$ cat config.mk
export PLATFORM = sky130hd
export DESIGN_NAME = multi_fifo_push_arbiter
export DESIGN_NICKNAME = d
export VERILOG_FILES = /design/src/rtl/multi_fifo_push_arbiter.sv
export SDC_FILE = /design/constraint.sdc
export NUM_CORES = 1
export LEC_CHECK = 0
export ABC_AREA = 1
export CELL_PAD_IN_SITES_DETAIL_PLACEMENT = 1
export CELL_PAD_IN_SITES_GLOBAL_PLACEMENT = 2
export CORE_UTILIZATION = 12
export DETAILED_ROUTE_END_ITERATION = 16
export PLACE_DENSITY_LB_ADDON = 0.1
export SLEW_MARGIN = 25
export SYNTH_ARGS = -nofsm -noshare
export SYNTH_HDL_FRONTEND = slang
export SYNTH_SLANG_ARGS = --single-unit
$ cat constraint.sdc
create_clock -name clk -period 4.2 [get_ports clk]
set_input_delay 0.84 -clock clk [delete_from_list [all_inputs] [get_ports clk]]
set_output_delay 0.84 -clock clk [all_outputs]
set_load 0.02 [all_outputs]
$ cat src/rtl/multi_fifo_push_arbiter.sv
// multi_fifo_push_arbiter
// Shares the wide push port of one multi_fifo between REQUESTERS producers.
// Each cycle it grants at most one requester and forwards that requester's whole
// burst, or nothing. Selection is round-robin. A blocked wide burst may be
// bypassed by smaller bursts that fit, but only for MAX_WAIT consecutive cycles.
//
// Ports:
//   clk            in   rising-edge clock
//   rst_n          in   asynchronous active-low reset (also gates all outputs)
//   req_data       in   REQUESTERS bursts of PUSH_WIDTH*DATA_WIDTH, requester 0 in LSBs
//   req_valid_ct   in   REQUESTERS counts of CT_WIDTH, 0 = idle
//   req_ready      out  one-hot (or zero) grant; the burst is accepted on this edge
//   fifo_din       out  granted burst, zero without a grant
//   fifo_valid_ct  out  granted count, zero without a grant
//   fifo_ready_ct  in   free slots reported by the fifo
//   grant_id       out  granted requester index, zero without a grant
module multi_fifo_push_arbiter #(
  parameter int DATA_WIDTH = 8,
  parameter int PUSH_WIDTH = 4,
  parameter int REQUESTERS = 2,
  parameter int MAX_WAIT   = 2,
  localparam int CT_WIDTH  = $clog2(PUSH_WIDTH + 1),
  localparam int ID_WIDTH  = $clog2(REQUESTERS)
) (
  input  logic                                     clk,
  input  logic                                     rst_n,
  input  logic [REQUESTERS*PUSH_WIDTH*DATA_WIDTH-1:0] req_data,
  input  logic [REQUESTERS*CT_WIDTH-1:0]           req_valid_ct,
  output logic [REQUESTERS-1:0]                    req_ready,
  output logic [PUSH_WIDTH*DATA_WIDTH-1:0]         fifo_din,
  output logic [CT_WIDTH-1:0]                      fifo_valid_ct,
  input  logic [CT_WIDTH-1:0]                      fifo_ready_ct,
  output logic [ID_WIDTH-1:0]                      grant_id
);

  localparam int BURST_W  = PUSH_WIDTH * DATA_WIDTH;
  localparam int WT_WIDTH = (MAX_WAIT < 1) ? 1 : $clog2(MAX_WAIT + 1);
  localparam logic [WT_WIDTH-1:0] WAIT_MAX  = WT_WIDTH'(MAX_WAIT);
  localparam logic [WT_WIDTH-1:0] WAIT_ONE  = WT_WIDTH'(1);
  localparam logic [WT_WIDTH-1:0] WAIT_ZERO = WT_WIDTH'(0);
  localparam logic [CT_WIDTH-1:0] CT_ZERO   = CT_WIDTH'(0);
  localparam logic [ID_WIDTH-1:0] ID_ZERO   = ID_WIDTH'(0);

  logic [ID_WIDTH-1:0] ptr_r;
  logic [ID_WIDTH-1:0] ptr_nxt_s;
  logic [WT_WIDTH-1:0] wait_ct_r;
  logic [WT_WIDTH-1:0] wait_ct_nxt_s;
  logic                cand_vld_s;
  logic [ID_WIDTH-1:0] cand_s;
  logic                cand_fits_s;
  logic                gnt_vld_s;
  logic [ID_WIDTH-1:0] gnt_s;

  // Index reached by stepping off positions forward from base, modulo REQUESTERS.
  // Both operands are below REQUESTERS, so a single wrap is enough.
  function automatic logic [ID_WIDTH-1:0] rr_idx(input logic [ID_WIDTH-1:0] base,
                                                 input int off);
    int sum;
    sum = int'(base) + off;
    if (sum >= REQUESTERS) begin
      sum = sum - REQUESTERS;
    end else begin
      sum = sum;
    end
    return ID_WIDTH'(sum);
  endfunction

  // Candidate: first requester at or after ptr with a nonzero count.
  always_comb begin
    cand_vld_s  = 1'b0;
    cand_s      = ID_ZERO;
    cand_fits_s = 1'b0;
    for (int k = 0; k < REQUESTERS; k++) begin
      if (!cand_vld_s &&
          (req_valid_ct[int'(rr_idx(ptr_r, k))*CT_WIDTH +: CT_WIDTH] != CT_ZERO)) begin
        cand_vld_s = 1'b1;
        cand_s     = rr_idx(ptr_r, k);
      end else begin
        cand_vld_s = cand_vld_s;
      end
    end
    if (cand_vld_s) begin
      cand_fits_s = (req_valid_ct[int'(cand_s)*CT_WIDTH +: CT_WIDTH] <= fifo_ready_ct);
    end else begin
      cand_fits_s = 1'b0;
    end
  end

  // Grant selection: the candidate if it fits, else a bounded bypass to the next
  // requester after the candidate whose burst fits.
  always_comb begin
    gnt_vld_s = 1'b0;
    gnt_s     = ID_ZERO;
    if (!cand_vld_s) begin
      gnt_vld_s = 1'b0;
    end else if (cand_fits_s) begin
      gnt_vld_s = 1'b1;
      gnt_s     = cand_s;
    end else if (wait_ct_r < WAIT_MAX) begin
      for (int k = 1; k < REQUESTERS; k++) begin
        if (!gnt_vld_s &&
            (req_valid_ct[int'(rr_idx(cand_s, k))*CT_WIDTH +: CT_WIDTH] != CT_ZERO) &&
            (req_valid_ct[int'(rr_idx(cand_s, k))*CT_WIDTH +: CT_WIDTH] <= fifo_ready_ct)) begin
          gnt_vld_s = 1'b1;
          gnt_s     = rr_idx(cand_s, k);
        end else begin
          gnt_vld_s = gnt_vld_s;
        end
      end
    end else begin
      // Bypass budget exhausted: hold everyone until the candidate fits.
      gnt_vld_s = 1'b0;
    end
  end

  // Output drive; reset forces every output to zero regardless of inputs.
  always_comb begin
    req_ready     = {REQUESTERS{1'b0}};
    fifo_din      = {BURST_W{1'b0}};
    fifo_valid_ct = CT_ZERO;
    grant_id      = ID_ZERO;
    if (rst_n && gnt_vld_s) begin
      req_ready[gnt_s] = 1'b1;
      fifo_din         = req_data[int'(gnt_s)*BURST_W +: BURST_W];
      fifo_valid_ct    = req_valid_ct[int'(gnt_s)*CT_WIDTH +: CT_WIDTH];
      grant_id         = gnt_s;
    end else begin
      req_ready = {REQUESTERS{1'b0}};
    end
  end

  // Next pointer and bypass counter. A blocked candidate advances wait_ct even
  // when nothing could be bypassed; a changed candidate does not clear it.
  always_comb begin
    ptr_nxt_s     = ptr_r;
    wait_ct_nxt_s = wait_ct_r;
    if (!cand_vld_s) begin
      wait_ct_nxt_s = WAIT_ZERO;
    end else if (cand_fits_s) begin
      ptr_nxt_s     = rr_idx(cand_s, 1);
      wait_ct_nxt_s = WAIT_ZERO;
    end else if (wait_ct_r < WAIT_MAX) begin
      wait_ct_nxt_s = wait_ct_r + WAIT_ONE;
    end else begin
      wait_ct_nxt_s = wait_ct_r;
    end
  end

  // Arbitration state register with asynchronous clear.
  always_ff @(posedge clk or negedge rst_n) begin
    if (!rst_n) begin
      ptr_r     <= ID_ZERO;
      wait_ct_r <= WAIT_ZERO;
    end else begin
      ptr_r     <= ptr_nxt_s;
      wait_ct_r <= wait_ct_nxt_s;
    end
  end

endmodule
==> flow_summary_export.csv, run 1 <==
group,metric,value,unit
grt,gr-total-overflow,0,
clock_tree,clk_path_buf_depth,2,
floorplan,coreArea,0.00868,mm^2
finish,antenna_cells,0,
floorplan,start_util,12.4,%
finish,mostFrequentLayoutCell,"nand3_1",
logic_synthesis,netlist-cell-type-count,22,
sta,finClkSkew,0.00371,ns
outcome,outcome,"finished clean",
sta,hold_slack,0.508,ns
job,max-cap-violations,0,
place,port_buffers,112,
sta,relSlewSlack,85.6,%
logic_synthesis,synth.avg_cell_area,5.60,um^2
pwr,ir_drop,0.206,mV
grt,grt_pass1_vias,1986,
clock_tree,h-tree-depth,1,
floorplan,die_width,96.6,um
routing,ant_nets,0,
pwr,leakage,1.42,nW
logic_synthesis,ys_seq_elements,3,
sta,fin_crit_sh,97.9,%
routing,routedWlPerCell,13.6,um
routing,drt-pass1-iter-count,4,
floorplan,die-area,0.00934,mm^2
sta,slew_viol_final,0,
sta,max_clock_freq,0.243,GHz
finish,area_growth,155,%
sta,finalSetupViolations,0,
grt,grt_usage,13.0,%
floorplan,io_pins,113,
routing,drt_iter0_drc,28,
finish,final_cell_mix,"74 x nand3_1, 68 x clkdlybuf4s50_1, 55 x buf_4",
logic_synthesis,syn_nets,273,
place,gp_congestion,0.696,
worst_setup_path,worstSetupStartpointType,"input port",
worst_setup_path,rr_worst_depth,26,
hold_path,hold_class,"flip-flop to flip-flop",
grt,grt_max_degree,33,
logic_synthesis,syn_inst,192,
clock_tree,cts_tree,"done",
logic_synthesis,yosysWarnings,0,
routing,drcViolationCount,0,
floorplan,fp.dieH,96.6,um
hold_path,hold_depth,2,
logic_synthesis,seq_area_frac_synth,6.98,%
clock_tree,cts.sinks,3,
sta,worstMarginPinSlew,0.216,ns
sta,finalSetupTns,0,ns
routing,viasPerCell,4.16,
clock_tree,clk_latency,0.22,ns
grt,grt_pass1_wl,9970,um
sta,hold_viol,0,
hold_path,min_from,"ptr_r",
worst_setup_path,rr_endpoint,"wait_ct_r[1]",
finish,drive_gt1_share,35.4,%
clock_tree,root_buffer,"clkbuf_8",
worst_setup_path,r2r_slack,0.63,ns
floorplan,rows,34,
hold_path,worstHoldEndpoint,"ptr_r",
pwr,p_per_area,633,mW/mm^2
grt,antenna_found_initial,0,
clock_tree,numCtsBuffers,3,
clock_tree,clk_pin_slew,0.03,ns
routing,wl,6240,um
worst_setup_path,r2r-start,"ptr_r",
finish,nets,432,
logic_synthesis,synthesis.area,0.00107,mm^2
routing,vias,1905,
worst_setup_path,crit_type,"input port to primary output",
worst_setup_path,worstPathRequired,3.36,ns
worst_setup_path,end_kind,"primary output",
worst_setup_path,cp_max_fo,9,
worst_setup_path,worstPathArrival,3.27,ns
finish,nFillCells,1086,
sta,period_minus_slack,4.11,ns
place,dp_hpwl,4360,um
final cells by class:
cell class              count  area [um^2]  area share (%)
clock buffers               4         45.0            1.64
inverters                  13         48.8            1.78
multi-input cells         161          920            33.5
flip-flops and latches      3         75.1            2.74
well taps                 108          135            4.93
repair buffers            169         1520            55.4
stage by stage:
stage | area, um^2 | std cells | utilization, % | setup WS, ns | total power [mW]
after detailed placement | 2470 | 423 | 28.5 | -0.534 | 1.47
after floorplan | 1070 | 192 | - | 0.541 | 0.837
after global routing | 2740 | 458 | 31.6 | -0.0349 | 1.88
after global placement | 2470 | 423 | 28.5 | -0.463 | 1.47
after CTS | 2620 | 454 | 30.2 | 0.0467 | 1.65
final | 2740 | 458 | 31.6 | 0.0896 | 1.74
worst max-delay path, cell delays in order:
cell and delay (ns):
dlygate4sd2_1 0.25, nor2_2 0.11, nand2_2 0.07, buf_4 0.14, buf_4 0.12, buf_4 0.12
buf_4 0.12, buf_4 0.12, buf_4 0.12, or2_4 0.28, nand2_4 0.09, nand2_4 0.07
nand2_4 0.06, nor2_4 0.04, buf_12 0.13, bufbuf_16 0.27, and2_1 0.16, buf_4 0.15
synthesized netlist by cell type:
library cell / n / area share [%]
xor2_1: 1 / 0.82
o21ai_0: 3 / 1.4
dfrtp_1: 3 / 7.0
nand3_1: 76 / 35
nor2_1: 4 / 1.4
a21oi_1: 3 / 1.4
a21oi_4: 1 / 1.5
or2_4: 1 / 0.82
inv_1: 9 / 3.1
inv_2: 4 / 1.4
and2_1: 2 / 1.2
nand2_2: 5 / 2.9
buf_6: 4 / 4.2
nand3_2: 2 / 1.9
nand3b_1: 2 / 1.4
nand2_4: 1 / 1.0
o21ai_1: 1 / 0.47
nor2_4: 1 / 1.0
nand2_1: 52 / 18
buf_2: 5 / 2.3
ha_1: 6 / 7.0
buf_4: 6 / 4.2
how the worst max path moves through the flow:
stage | slack, ns | cells past startpoint | end | startpoint
2_1_floorplan | 0.54 | 17 | req_ready[1] | req_valid_ct[0]
3_3_place_gp | -0.46 | 18 | fifo_din[7] | req_valid_ct[2]
3_5_place_dp | -0.53 | 16 | fifo_din[25] | req_valid_ct[0]
4_1_cts | 0.05 | 20 | fifo_din[9] | req_valid_ct[0]
5_1_grt | -0.03 | 19 | fifo_din[13] | req_valid_ct[1]
6_report | 0.09 | 18 | req_ready[1] | req_valid_ct[1]
logic make-up after synthesis:
family	Yosys count	share of synthesized area, %
adders and majority gates	6	6.98
AOI/OAI and AO/OA	8	4.77
xor gates and xnor gates	1	0.815
DFF	3	6.98
buffers and inverters	28	15.2
and+or+nand+nor	146	65.2
where the power goes:
| part | internal (mW) | leakage, nW | switching, mW | total, mW |
|---|---|---|---|---|
| Combinational | 0.750 | 1.36 | 0.849 | 1.60 |
| Sequential | 0.0430 | 0.0382 | 0.00956 | 0.0526 |
| Clock | 0.0648 | 0.0228 | 0.0198 | 0.0846 |
layer usage:
layer  wire (um)  part of all wire [%]  global-route usage (%)  up-vias
met5           0                     0                       0        -
met4          32                  0.51                    1.72        0
met3         290                   4.6                    2.60        4
met2        3220                    52                    23.7       61
met1        2690                    43                    16.0      876
li1            -                     -                       -      964
flip-flops by register name, indices dropped and copies added, names as in the netlist:
signal and count:
wait_ct_r 2, ptr_r 1
timing repair:
item / in CTS / in global routing
buffers inserted: 25 / 4
setup endpoints to repair: 38 / 40
gates resized for setup: 173 / 20
cloned: 2 / 0
pin swaps: 8 / 17
hold buffers: 0 / 0
Note: power is estimated with default switching activity, not from simulation.
==> inputs of run 2 (changes only) <==
Settings changed: TNS_END_PERCENT from default to 50.
==> results of run 2 <==
No change in the layout: final DEF, timing and power equal those of run 1.
